## config.mk

```make
export PLATFORM = sky130hd
export DESIGN_NAME = spi_wrapper_monitor
export DESIGN_NICKNAME = d
export VERILOG_FILES = /design/src/rtl/spi_wrapper_monitor.sv
export SDC_FILE = /design/constraint.sdc
export NUM_CORES = 1
export LEC_CHECK = 0
export CAP_MARGIN = 0
export CORE_MARGIN = 3
export CORE_UTILIZATION = 52
export CTS_CLUSTER_SIZE = 8
export DETAILED_ROUTE_END_ITERATION = 16
export GPL_TIMING_DRIVEN = 0
export PLACE_DENSITY_LB_ADDON = 0.12
export SYNTH_ARGS = -nofsm -noshare
export SYNTH_HDL_FRONTEND = slang
export SYNTH_SLANG_ARGS = --single-unit
export TNS_END_PERCENT = 100
```

## constraint.sdc

```tcl
create_clock -name clk -period 2.87 [get_ports clk]
set_clock_uncertainty 0.2 [all_clocks]
set_input_delay 0.574 -clock clk [delete_from_list [all_inputs] [get_ports clk]]
set_output_delay 0.574 -clock clk [all_outputs]
set_load 0.02 [all_outputs]
```

## src/rtl/spi_wrapper_monitor.sv

```systemverilog
// ---------------------------------------------------------------------------
// spi_wrapper_monitor
//   Passive protocol monitor for the SPI wrapper bus. It samples ss_n, mosi and
//   miso in the clk domain and decodes each frame into a command and a payload.
//   For RD_DATA frames it also captures the read data the slave returns on miso.
//   Sticky error flags report short frames, illegal miso activity and RD_DATA
//   frames that are not preceded by an RD_ADDR frame. The monitor drives no
//   SPI pins.
//
//   Frame: 2 cmd bits followed by DATA_W payload bits on mosi, MSB first.
//   A RD_DATA frame continues with RD_GAP idle cycles and then DATA_W miso bits.
//
// Optional feature (build macro SPI_MON_ERR_CNT_EN):
//   defined   : err_cnt counts the cycles in which any error is detected. It
//               saturates at 16'hFFFF and is cleared by err_clr.
//   undefined : err_cnt is tied to 0 and the counter logic is not built.
//
// Ports
//   clk          in   rising-edge clock
//   rst          in   asynchronous active-high reset
//   ss_n         in   slave select, active low
//   mosi         in   master-out serial data
//   miso         in   slave-out serial data
//   err_clr      in   synchronous clear of err_flags and err_cnt
//   frame_valid  out  1-cycle pulse when a complete frame has ended
//   frame_cmd    out  00 WR_ADDR, 01 WR_DATA, 10 RD_ADDR, 11 RD_DATA
//   frame_data   out  mosi payload of the last complete frame
//   rd_data      out  miso read data of the last frame (0 unless RD_DATA)
//   err_flags    out  sticky {err_seq, err_miso, err_short}
//   err_cnt      out  saturating error-cycle count (see above)
//   dbg_state    out  current FSM state encoding, for checkers
//
// Bus observation semantics: there is no valid/ready handshake here. A frame
// is "valid" from the cycle ss_n is sampled low in IDLE until ss_n is sampled
// high again. The monitor can never stall the bus; it only observes it.
// ---------------------------------------------------------------------------
module spi_wrapper_monitor #(
  parameter int DATA_W = 8,
  parameter int RD_GAP = 1
) (
  input  logic              clk,
  input  logic              rst,
  input  logic              ss_n,
  input  logic              mosi,
  input  logic              miso,
  input  logic              err_clr,
  output logic              frame_valid,
  output logic [1:0]        frame_cmd,
  output logic [DATA_W-1:0] frame_data,
  output logic [DATA_W-1:0] rd_data,
  output logic [2:0]        err_flags,
  output logic [15:0]       err_cnt,
  output logic [2:0]        dbg_state
);

  typedef enum logic [2:0] {
    S_IDLE     = 3'd0,
    S_START    = 3'd1,
    S_SHIFT    = 3'd2,
    S_GAP      = 3'd3,
    S_READ     = 3'd4,
    S_WAIT_END = 3'd5
  } state_t;

  localparam int FRAME_W = DATA_W + 2;
  localparam int BIT_W   = $clog2(FRAME_W);
  localparam int RD_W    = $clog2(DATA_W + 1);

  localparam logic [BIT_W-1:0] LAST_BIT = BIT_W'(FRAME_W - 1);
  localparam logic [RD_W-1:0]  LAST_RD  = RD_W'(DATA_W - 1);
  localparam logic [3:0]       LAST_GAP = 4'(RD_GAP - 1);

  state_t state, state_nxt, prev_state;

  logic [FRAME_W-1:0] shreg;
  logic [DATA_W-1:0]  rd_shreg;
  logic [BIT_W-1:0]   bit_cnt;
  logic [3:0]         gap_cnt;
  logic [RD_W-1:0]    rd_cnt;
  logic               rd_addr_pend;
  logic               miso_q;

  // Command bits as they stand just before the last mosi bit is shifted in:
  // the first two bits received sit at the top of the DATA_W+1 bits held so far.
  logic [1:0] cmd_early;
  logic [1:0] cmd_full;

  assign cmd_early = shreg[DATA_W:DATA_W-1];
  assign cmd_full  = shreg[FRAME_W-1:DATA_W];

  // -------------------------------------------------------------------------
  // State register
  // -------------------------------------------------------------------------
  always_ff @(posedge clk or posedge rst) begin
    if (rst) begin
      state      <= S_IDLE;
      prev_state <= S_IDLE;
    end else begin
      state      <= state_nxt;
      prev_state <= state;
    end
  end

  // -------------------------------------------------------------------------
  // Next-state logic
  // -------------------------------------------------------------------------
  always_comb begin
    state_nxt = state;
    case (state)
      S_IDLE: begin
        if (!ss_n) state_nxt = S_START;
      end
      S_START: begin
        state_nxt = ss_n ? S_IDLE : S_SHIFT;
      end
      S_SHIFT: begin
        if (ss_n) begin
          state_nxt = S_IDLE;
        end else if (bit_cnt == LAST_BIT) begin
          if (cmd_early == 2'b11) state_nxt = (RD_GAP == 0) ? S_READ : S_GAP;
          else                    state_nxt = S_WAIT_END;
        end
      end
      S_GAP: begin
        if (ss_n)                     state_nxt = S_IDLE;
        else if (gap_cnt == LAST_GAP) state_nxt = S_READ;
      end
      S_READ: begin
        if (ss_n)                   state_nxt = S_IDLE;
        else if (rd_cnt == LAST_RD) state_nxt = S_WAIT_END;
      end
      S_WAIT_END: begin
        if (ss_n) state_nxt = S_IDLE;
      end
      default: state_nxt = S_IDLE;
    endcase
  end

  // -------------------------------------------------------------------------
  // Output / control decode
  // -------------------------------------------------------------------------
  logic start_en;
  logic shift_en;
  logic gap_en;
  logic read_en;
  logic frame_done;
  logic err_short_det;
  logic err_miso_det;
  logic err_seq_det;
  logic first_wait;

  always_comb begin
    start_en      = 1'b0;
    shift_en      = 1'b0;
    gap_en        = 1'b0;
    read_en       = 1'b0;
    frame_done    = 1'b0;
    err_short_det = 1'b0;
    err_miso_det  = 1'b0;
    first_wait    = (state == S_WAIT_END) && (prev_state != S_WAIT_END);
    case (state)
      S_IDLE: begin
        err_miso_det = miso;
      end
      S_START: begin
        start_en      = !ss_n;
        err_short_det = ss_n;
        err_miso_det  = (miso != miso_q);
      end
      S_SHIFT: begin
        shift_en      = !ss_n;
        err_short_det = ss_n;
        err_miso_det  = (miso != miso_q);
      end
      S_GAP: begin
        gap_en        = !ss_n;
        err_short_det = ss_n;
      end
      S_READ: begin
        read_en       = !ss_n;
        err_short_det = ss_n;
      end
      S_WAIT_END: begin
        frame_done   = ss_n;
        // The slave may still be releasing miso right after the read window.
        err_miso_det = !first_wait && (miso != miso_q);
      end
      default: ;
    endcase
    err_seq_det = frame_done && (cmd_full == 2'b11) && !rd_addr_pend;
  end

  assign dbg_state = state;

  // -------------------------------------------------------------------------
  // Datapath: shift registers and counters
  // -------------------------------------------------------------------------
  always_ff @(posedge clk or posedge rst) begin
    if (rst) begin
      shreg    <= '0;
      rd_shreg <= '0;
      bit_cnt  <= '0;
      gap_cnt  <= '0;
      rd_cnt   <= '0;
      miso_q   <= 1'b0;
    end else begin
      miso_q <= miso;
      if (start_en) begin
        shreg    <= '0;
        rd_shreg <= '0;
        bit_cnt  <= '0;
        gap_cnt  <= '0;
        rd_cnt   <= '0;
      end
      if (shift_en) begin
        shreg   <= {shreg[FRAME_W-2:0], mosi};
        bit_cnt <= bit_cnt + 1'b1;
      end
      if (gap_en) gap_cnt <= gap_cnt + 1'b1;
      if (read_en) begin
        rd_shreg <= {rd_shreg[DATA_W-2:0], miso};
        rd_cnt   <= rd_cnt + 1'b1;
      end
    end
  end

  // -------------------------------------------------------------------------
  // Frame outputs and read-sequence tracking
  // -------------------------------------------------------------------------
  always_ff @(posedge clk or posedge rst) begin
    if (rst) begin
      frame_valid  <= 1'b0;
      frame_cmd    <= 2'b00;
      frame_data   <= '0;
      rd_data      <= '0;
      rd_addr_pend <= 1'b0;
    end else begin
      frame_valid <= frame_done;
      if (frame_done) begin
        frame_cmd    <= cmd_full;
        frame_data   <= shreg[DATA_W-1:0];
        rd_data      <= (cmd_full == 2'b11) ? rd_shreg : '0;
        rd_addr_pend <= (cmd_full == 2'b10);
      end
    end
  end

  // -------------------------------------------------------------------------
  // Sticky error flags: a new error in the same cycle as err_clr wins.
  // -------------------------------------------------------------------------
  logic [2:0] err_det;
  assign err_det = {err_seq_det, err_miso_det, err_short_det};

  always_ff @(posedge clk or posedge rst) begin
    if (rst) err_flags <= 3'b000;
    else     err_flags <= (err_flags & {3{!err_clr}}) | err_det;
  end

`ifdef SPI_MON_ERR_CNT_EN
  logic        any_err;
  logic [15:0] err_cnt_q;
  assign any_err = |err_det;

  always_ff @(posedge clk or posedge rst) begin
    if (rst)                                 err_cnt_q <= 16'h0000;
    else if (err_clr)                        err_cnt_q <= {15'h0000, any_err};
    else if (any_err && err_cnt_q != 16'hFFFF) err_cnt_q <= err_cnt_q + 16'h0001;
  end

  assign err_cnt = err_cnt_q;
`else
  assign err_cnt = 16'h0000;
`endif

endmodule

```

==> flow_summary.ini <==
[layout]
final_layout_size_suffix_gt1_share_pct = 21.8
area_delta_synth_final_pct = 25.4
num_antenna_cells = 0
final-instance-count-excl-fill = 361
design_area_sq_um = 3380
final_common_cell = dfrtp_1
mostFrequentLayoutCells = dfrtp_1 (60), clkdlybuf4s50_1 (30), nand2_1 (23)
nets = 300

[timing]
setup_violations = 0
fin_crit_sh_pct = 77.5
tightest_slew_ns = 0.512
hold_viol = 0
setup_ws_ns = 0.647
fmax_ghz = 0.450
min_period_ns = 2.22
setup_tns_ns = 0
slew_viol_final = 0
slew_headroom_pct = 65.8
rsz0062_at_grt = false

[job]
drv_cap = 0

[yosys]
yosysTopAreaCellShare_pct = 55.8
synth_edf_count = 0
netlist_top_cells_area = dfrtp_1 (56%), a22o_1 (6.5%), mux2_2 (5.0%)
synth_warnings = 0
ys.flop_type = dfrtp_1
synth_seq_cells = 60
ys_seq_area_share_pct = 55.8
syn-cell-area_sq_um = 2690
yosys.cell_types.count = 44
synthArstFlopShare_pct = 100
syn_inst = 232
avgSynthCellArea_sq_um = 11.6
synth_top_area_cell = dfrtp_1

[power_and_ir_drop]
irDropWorstVdd_mv = 0.405
internal_power_mw = 1.72
power_leakage_nw = 1.59
p_comb_share_pct = 25.1
p_sw_uw = 778
total_power_mw = 2.50
swShare_pct = 31.2
clockPowerShare_pct = 33.6
cellPowerDensity_nw_per_um2 = 740
seqPwrFrac_pct = 41.3

[critical_path]
critPathMaxFanout = 7
endpoint_kind = output port
critPathBufInv = 1
critPathArrivalTime_ns = 1.45
reg2reg_from = dbg_state[2]$_DFFE_PP0P_
r2r_cells = 4
cp-start-kind = flop
cp_slowest_cell = clkdlybuf4s50_1
crit_family = buffers and inverters
critPathKind = reg2out
r2r_slack_ns = 1.01
cp.required_ns = 2.10
worstPathCellList = clkdlybuf4s50_1
r2r_end = shreg[0]$_DFFE_PP0P_
cpPeakStageDelay_ns = 0.65

[detailed_routing]
ant_nets = 0
wl_met2_um = 2410
wl_met3_um = 205
via_per_inst = 5.24
dr.max_layer_used = met4
met1_length_um = 2320
remaining_drc_errors = 0
wl_um = 5040
vias = 1892
firstDrtPassIters = 4
drt_iter0_markers = 103
wl_per_cell_um = 14.0

[worst_hold_path]
min_to = prev_state[0]$_DFF_PP0_
holdPathStages = 0
hold_start = dbg_state[0]$_DFFE_PP0P_
hp-class = reg2reg

[floorplanning]
start_util_pct = 55.5
dieArea_sq_um = 6080
ios = 47
die_h_um = 78.0
core_area_sq_um = 4850
rows = 25
die_w_um = 78.0

[place]
place_ws_ns = 0.375
placedInstanceArea_sq_um = 3150
dpl.hpwl_um = 3470
gp_congestion = 0.784
port_buffers = 30
place_inst = 345

[clocking]
cts_tree = built
path_clk_slew_ns = 0.07
post_cts_resized = 0
ctsHoldBuffers = 0
clockBufferDepth = 2
h-tree-depth = 3
worstSkewPairLatency_ns = 0.33
cts_buffers = 9
postCtsSetupBuffers = 0
cts_root_buf = clkbuf_8
cts_sinks = 60

[global_routing]
grt_max_degree = 38
track_usage_pct = 18.7
grt_pass1_vias = 1891
grt_pass1_wl_um = 8660
overflow = 0
antenna_found_initial = 0

[outcome]
status = finished clean
## how the worst max path moves through the flow
| stage | startpoint | endpoint | slack, ns | cells after the start |
|---|---|---|---|---|
| 5_1_grt | dbg_state[2]$_DFFE_PP0P_ | dbg_state[2] | 0.57 | 1 |
| 6_report | dbg_state[2]$_DFFE_PP0P_ | dbg_state[2] | 0.65 | 1 |
| 2_1_floorplan | rst | bit_cnt[0]$_DFFE_PP0P_ | 0.61 | 1 |
| 3_5_place_dp | ss_n | rd_cnt[0]$_DFFE_PP0P_ | 0.37 | 5 |
| 3_3_place_gp | rst | gap_cnt[0]$_DFFE_PP0P_ | -0.45 | 2 |
| 4_1_cts | dbg_state[2]$_DFFE_PP0P_ | dbg_state[2] | 0.62 | 1 |
## cell usage after synthesis (all sizes together) (2+ instances only)
library cell,count
dfrtp,60
buf,26
nand2,23
a22o,20
o21ai,19
mux2,12
inv,11
ha,5
nand3,4
a211oi,3
a21oi,3
a32o,3
clkbuf,3
mux2i,3
or3b,3
a2111oi,2
and2,2
nand4,2
nand4b,2
nor2,2
nor4b,2
o22ai,2
or2,2
or3,2
xnor2,2
## registers in the layout, indices dropped and copies added, names as in the netlist
signal,count
miso_q,1
dbg_state,3
rd_cnt,4
rd_shreg,8
frame_valid,1
prev_state,3
err_flags,3
frame_data,8
gap_cnt,4
shreg,10
rd_data,8
bit_cnt,4
frame_cmd,2
rd_addr_pend,1
## metal layers
layer  vias to the layer above  global-route usage, %
met3                        10                   4.87
li1                        909                      -
met5                         -                      0
met1                       934                   23.2
met4                         0                   11.7
met2                        39                   28.9
## per-stage QoR
step	hold slack (ns)	utilization, %
after floorplan	0.243	-
after global placement	0.192	64.6
after detailed placement	0.197	65.0
after CTS	0.210	69.6
after global routing	0.220	69.6
final	0.215	69.6
## power by group through the flow
| stage | Sequential [mW] | Combinational [mW] | Clock [mW] |
|---|---|---|---|
| after floorplan | 1.07 | 0.409 | 0 |
| after global placement | 1.04 | 0.613 | 0 |
| after detailed placement | 1.05 | 0.625 | 0 |
| after CTS | 1.03 | 0.627 | 0.865 |
| after global routing | 1.04 | 0.689 | 0.900 |
| final | 1.03 | 0.626 | 0.839 |
## final cells by class
type	count	area, sq um
fill	381	1470
sequential	60	1500
buffer	29	183
clock inverter	7	98.8
tap	67	83.8
inverter	11	41.3
timing repair buffer	31	320
multi-input combinational	147	1020
clock buffer	9	124
## kinds of logic (layout without fill, tap and decap cells)
group	after synthesis	in the layout	synth area share, %
AND/OR/NAND/NOR	50	50	10.9
AO/OA/AOI/OAI	59	59	15.8
buffers and inverters	40	87	8.32
other	1	16	0.139
XOR/XNOR	2	2	0.651
flip-flops	60	60	55.8
multiplexers	15	15	6.13
adder cells (fa/ha/maj)	5	5	2.32
No activity file was read; power rests on OpenSTA's default activity.
